===== config.mk =====
export PLATFORM = sky130hd
export DESIGN_NAME = shift_sequencer
export DESIGN_NICKNAME = d
export VERILOG_FILES = /design/src/rtl/shift_sequencer.sv
export SDC_FILE = /design/constraint.sdc
export NUM_CORES = 1
export LEC_CHECK = 0
export CAP_MARGIN = 10
export CORE_ASPECT_RATIO = 0.5
export CORE_MARGIN = 2
export CORE_UTILIZATION = 40
export DETAILED_ROUTE_END_ITERATION = 7
export PLACE_DENSITY = 0.76
export SLEW_MARGIN = 20
export SYNTH_ARGS = -nofsm -noshare
export SYNTH_HDL_FRONTEND = slang
export SYNTH_SLANG_ARGS = --single-unit

===== constraint.sdc =====
create_clock -name clk_i -period 5.6 [get_ports clk_i]
set_clock_uncertainty 0.05 [all_clocks]
set_input_delay 1.68 -clock clk_i [delete_from_list [all_inputs] [get_ports clk_i]]
set_output_delay 1.68 -clock clk_i [all_outputs]
set_load 0.1 [all_outputs]

===== src/rtl/shift_sequencer.sv =====
// shift_sequencer: sequenced shifter for the ALU datapath. It is the area-lean alternative
// to the combinational barrel shifter and moves the operand one bit position per clock.
//
// Ports:
//   clk_i       rising-edge clock
//   reset_i     synchronous, active-high reset; beats every other condition in any state
//   start_i     request; sampled only while idle
//   funct_i     MIPS funct: SLL=6'b000000, SRL=6'b000010, SRA=6'b000011
//   data_a_i    operand to shift
//   data_b_i    shift amount, full unsigned value, clamped to Width
//   busy_o      high whenever the sequencer is not idle
//   done_o      one-cycle completion pulse
//   err_o       last accepted funct was unsupported; valid with done_o, held until next accept
//   data_out_o  result; stable from done_o until the next accepted start
//
// Timing, counting the accept cycle as cycle 0 and N as the clamped amount:
//   busy_o is high in cycles 1..N+1, done_o only in cycle N+1. N=0 and unsupported funct
//   finish in cycle 1. All outputs come straight from flops.

module shift_sequencer #(
    parameter int unsigned Width = 32,
    parameter int unsigned CntW  = 6
) (
    input  logic             clk_i,
    input  logic             reset_i,
    input  logic             start_i,
    input  logic [5:0]       funct_i,
    input  logic [Width-1:0] data_a_i,
    input  logic [Width-1:0] data_b_i,
    output logic             busy_o,
    output logic             done_o,
    output logic             err_o,
    output logic [Width-1:0] data_out_o
);

    localparam logic [5:0] FunctSll = 6'b000000;
    localparam logic [5:0] FunctSrl = 6'b000010;
    localparam logic [5:0] FunctSra = 6'b000011;

    typedef enum logic [1:0] {
        StIdle  = 2'd0,
        StShift = 2'd1,
        StDone  = 2'd2
    } state_e;

    state_e            state_q;
    logic [Width-1:0]  r_q;
    logic [CntW-1:0]   cnt_q;
    logic [5:0]        op_q;
    logic              busy_q;
    logic              done_q;
    logic              err_q;

    // Request decode, only meaningful while idle.
    logic              funct_ok;
    logic [CntW-1:0]   amt_clamped;

    always_comb begin
        funct_ok = (funct_i == FunctSll) || (funct_i == FunctSrl) || (funct_i == FunctSra);
    end

    // Any amount >= Width, including one with high bits set, saturates at Width so that a
    // full shift still yields the architecturally expected zero / sign fill.
    always_comb begin
        amt_clamped = data_b_i[CntW-1:0];
        if (data_b_i >= Width'(Width)) begin
            amt_clamped = CntW'(Width);
        end
    end

    // Single registered FSM: busy/done are computed alongside the next state so that the
    // outputs are pure flop outputs.
    always_ff @(posedge clk_i) begin
        if (reset_i) begin
            state_q <= StIdle;
            r_q     <= '0;
            cnt_q   <= '0;
            op_q    <= '0;
            busy_q  <= 1'b0;
            done_q  <= 1'b0;
            err_q   <= 1'b0;
        end else begin
            unique case (state_q)
                StIdle: begin
                    done_q <= 1'b0;
                    busy_q <= 1'b0;
                    if (start_i) begin
                        op_q   <= funct_i;
                        busy_q <= 1'b1;
                        if (!funct_ok) begin
                            // Unsupported op: report immediately with a zero result.
                            r_q     <= '0;
                            cnt_q   <= '0;
                            err_q   <= 1'b1;
                            done_q  <= 1'b1;
                            state_q <= StDone;
                        end else begin
                            r_q   <= data_a_i;
                            cnt_q <= amt_clamped;
                            err_q <= 1'b0;
                            if (amt_clamped == '0) begin
                                done_q  <= 1'b1;
                                state_q <= StDone;
                            end else begin
                                state_q <= StShift;
                            end
                        end
                    end
                end

                StShift: begin
                    unique case (op_q)
                        FunctSll: r_q <= r_q << 1;
                        FunctSrl: r_q <= r_q >> 1;
                        FunctSra: r_q <= {r_q[Width-1], r_q[Width-1:1]};
                        default:  r_q <= r_q;
                    endcase
                    cnt_q <= cnt_q - CntW'(1);
                    // Last shift happens in this cycle; the result is final in DONE.
                    if (cnt_q == CntW'(1)) begin
                        done_q  <= 1'b1;
                        state_q <= StDone;
                    end
                end

                StDone: begin
                    // start_i is deliberately ignored here; a held request is taken in IDLE.
                    done_q  <= 1'b0;
                    busy_q  <= 1'b0;
                    state_q <= StIdle;
                end

                default: begin
                    done_q  <= 1'b0;
                    busy_q  <= 1'b0;
                    state_q <= StIdle;
                end
            endcase
        end
    end

    assign busy_o     = busy_q;
    assign done_o     = done_q;
    assign err_o      = err_q;
    assign data_out_o = r_q;

    // Structural invariants of the registered outputs.
    a_busy_matches_state : assert property (
        @(posedge clk_i) disable iff (reset_i) busy_q == (state_q != StIdle)
    );
    a_done_only_in_done : assert property (
        @(posedge clk_i) disable iff (reset_i) done_q == (state_q == StDone)
    );
    a_cnt_in_range : assert property (
        @(posedge clk_i) disable iff (reset_i) cnt_q <= CntW'(Width)
    );

endmodule


==> metrics.txt <==
Fmax achieved=279.4 MHz; antenna cells=0; met3 WL=610 um; gr ovfl total=0; most common cell after layout, fill and taps aside=clkdlybuf4s50_1; Worst-Skew Late Latency=0.29 ns; final design utilization=0.5698; Post-CTS Resized=0; Critical Path RT=3.87 ns; Crit-path slowest cell=clkdlybuf4s50_1; CP Buf/Inv Count=1; combinational share of power=0.308; number of global-route vias before repair=2835; Seq cells post-synth=49; Worst path top cell family by delay=buffers and inverters; first-pass GRT wire length=13.68 mm; DIE WIDTH=127.6 um; reg2reg path depth=6; Net Sw Frac=0.3441; Die Height=65.78 um; Top Layer Used=met4; final WL=8.391 mm; # fillers=683; Setup violations, final=0; Root Driver=clkbuf_16; simple-gate portion of the synthesized area=0.2217; met1 wire length=4.039 mm; buffer depth of the longest clock path=2; Post-Synth Adder-Cell Area=0.008197; largest family of logic cells by synthesized area=compound AO/OA/AOI/OAI gates; Main synth FF type=dfxtp_1; Peak VDD IR=0.1369 mV; CP Depth=1; crit-path max cell delay=1.16 ns; Post-synth EDFFs=0; Cell variety after synth=49; Crit. End Element=output port; clock sinks=49; Synth Instances=370; setup TNS=0 ns; Tmin final=3.579 ns; DR vias=3158; Seq/Total Area, Yosys=0.3213; antenna violations before repair=0; Max Slew Vio Count=0; Arr. time, crit path=1.85 ns; RSZ-0062 raised after global routing=no; DR vias/cell=5.763; CTS H-tree depth=2; Initial Util=0.4154; core area=7350 um^2; HP Class=flip-flop to flip-flop; Synth-to-Final Area Change=37.17%; Top Ports=108; critical path startpoint category=flip-flop; Worst Path Max Fanout=4; Die ar.=8390 um^2; largest net degree at the start of global routing=64; leakage power=0.001453 uW; relative slew slack=0.3401; Setup Fix Bufs, Post-CTS=0; Clock transition at path regs=0.07 ns; DR pass1 iterations=5; wire per inst=15.31 um; drc violations=0; Pint=711.7 uW; post-route ant nets=0; clock power share=0.327; all-layer global routing usage=0.1999; final RePlAce weighted congestion=0.8639; Synthesized Nets=445; Buffers on Ports=107; MaxCap Viol Count=0; hold buffer count at CTS=0; xor and xnor area share after synthesis=0.002869; Total Nets Final=526; Final Hold Fails=0; power per standard cell area=259.1 nW/um^2; Async SR Flop Fraction=0; Post-Syn Area=3053 um^2; switching pwr=373.4 uW; fin crit share=0.6391; HPWL Detailed=5.474 mm; outcome=completed; multiplexer area fraction after synthesis=0.02336; 1st-iter DRT viols=273; share of cells above drive strength 1=0.09956; Min-Delay Path Depth=2; CTS Buf Count=5; commonest non-fill, non-tap cells in the layout=106 x clkdlybuf4s50_1, 49 x dfxtp_1, 40 x a21oi_1; Compound-Gate Fraction of Synth Area=0.3266; pin slew with the least headroom to its limit=0.9867 ns; CP cell instances=clkdlybuf4s50_1; Ys Warns=0; met2 WL=3.672 mm; CTS tree=yes; Syn Area/Cell=8.251 um^2; row cnt=22; Flop pwr share=0.365; Setup CP Type=flip-flop to output port
-- sequential cells by signal, summed over array words and instances, names as in the netlist --
register    flops
state_q         2
data_out_o     32
cnt_q           6
op_q            6
busy_o          1
err_o           1
done_o          1
-- power by group through the flow --
| stage | Clock (uW) | Combinational, uW | Sequential, uW |
|---|---|---|---|
| finish | 355 | 334 | 396 |
| floorplan | 0 | 108 | 527 |
| global route | 378 | 353 | 399 |
| CTS | 360 | 334 | 395 |
| global placement | 0 | 331 | 403 |
| detailed placement | 0 | 334 | 403 |
-- metrics by stage --
step           hold slack (ns)  total power (uW)  cell area (um^2)  std cells  setup slack (ns)
3_3_place_gp            0.4264             733.9              4014        540             1.844
2_1_floorplan           0.4196             634.4              3053        370             2.447
6_report                0.4430              1085              4188        548             2.021
4_1_cts                 0.4463              1090              4187        548             2.012
3_5_place_dp            0.4315             736.1              4014        540             1.808
5_1_grt                 0.4762              1130              4188        548             1.954
-- cell usage after synthesis (4+ instances only) --
master | count | share of area
nand4_1 | 8 | 0.016
a21oi_1 | 40 | 0.066
nor4_1 | 6 | 0.012
mux2i_1 | 6 | 0.020
and3_2 | 17 | 0.042
clkbuf_1 | 20 | 0.025
dfxtp_1 | 49 | 0.32
nor2_1 | 13 | 0.016
clkbuf_8 | 4 | 0.018
and3_1 | 14 | 0.029
nor3_1 | 5 | 0.0082
inv_1 | 4 | 0.0049
buf_6 | 8 | 0.030
a311oi_1 | 30 | 0.086
nand2_1 | 33 | 0.041
a21boi_0 | 31 | 0.076
o21ai_0 | 35 | 0.057
-- kinds of logic (layout without fill, tap and decap cells) --
group,Yosys count,in the layout
xor gates and xnor gates,1,1
AOI/OAI and AO/OA,150,150
DFF,49,49
muxes,7,7
adders and majority gates,2,2
buffers and inverters,44,126
and+or+nand+nor,117,117
-- metal layers --
layer | vias up | GRT usage
met2 | 113 | 0.3195
met4 | 0 | 0.04121
met1 | 1487 | 0.2757
li1 | 1552 | -
met3 | 6 | 0.04935
met5 | - | 0
-- path summary, 6_finish.rpt --
path	slack (ns)	to	from
worst max-delay path	2.02	data_out_o[9]	data_out_o[9]
worst min-delay path	0.44	err_o	err_o
worst max register to register	2.98	data_out_o[17]	op_q[2]
worst min register to register	0.44	err_o	err_o
-- layout make-up --
class | instances | area (um^2) | share of cell area
Clock inverter | 1 | 30.03 | 0.007171
Clock buffer | 7 | 142.6 | 0.03406
Timing Repair Buffer | 114 | 1119 | 0.2671
Tap cell | 96 | 120.1 | 0.02868
Inverter | 4 | 15.01 | 0.003585
Multi-Input combinational cell | 277 | 1780 | 0.4252
Sequential cell | 49 | 980.9 | 0.2342
(Power assumes the default switching activity.)
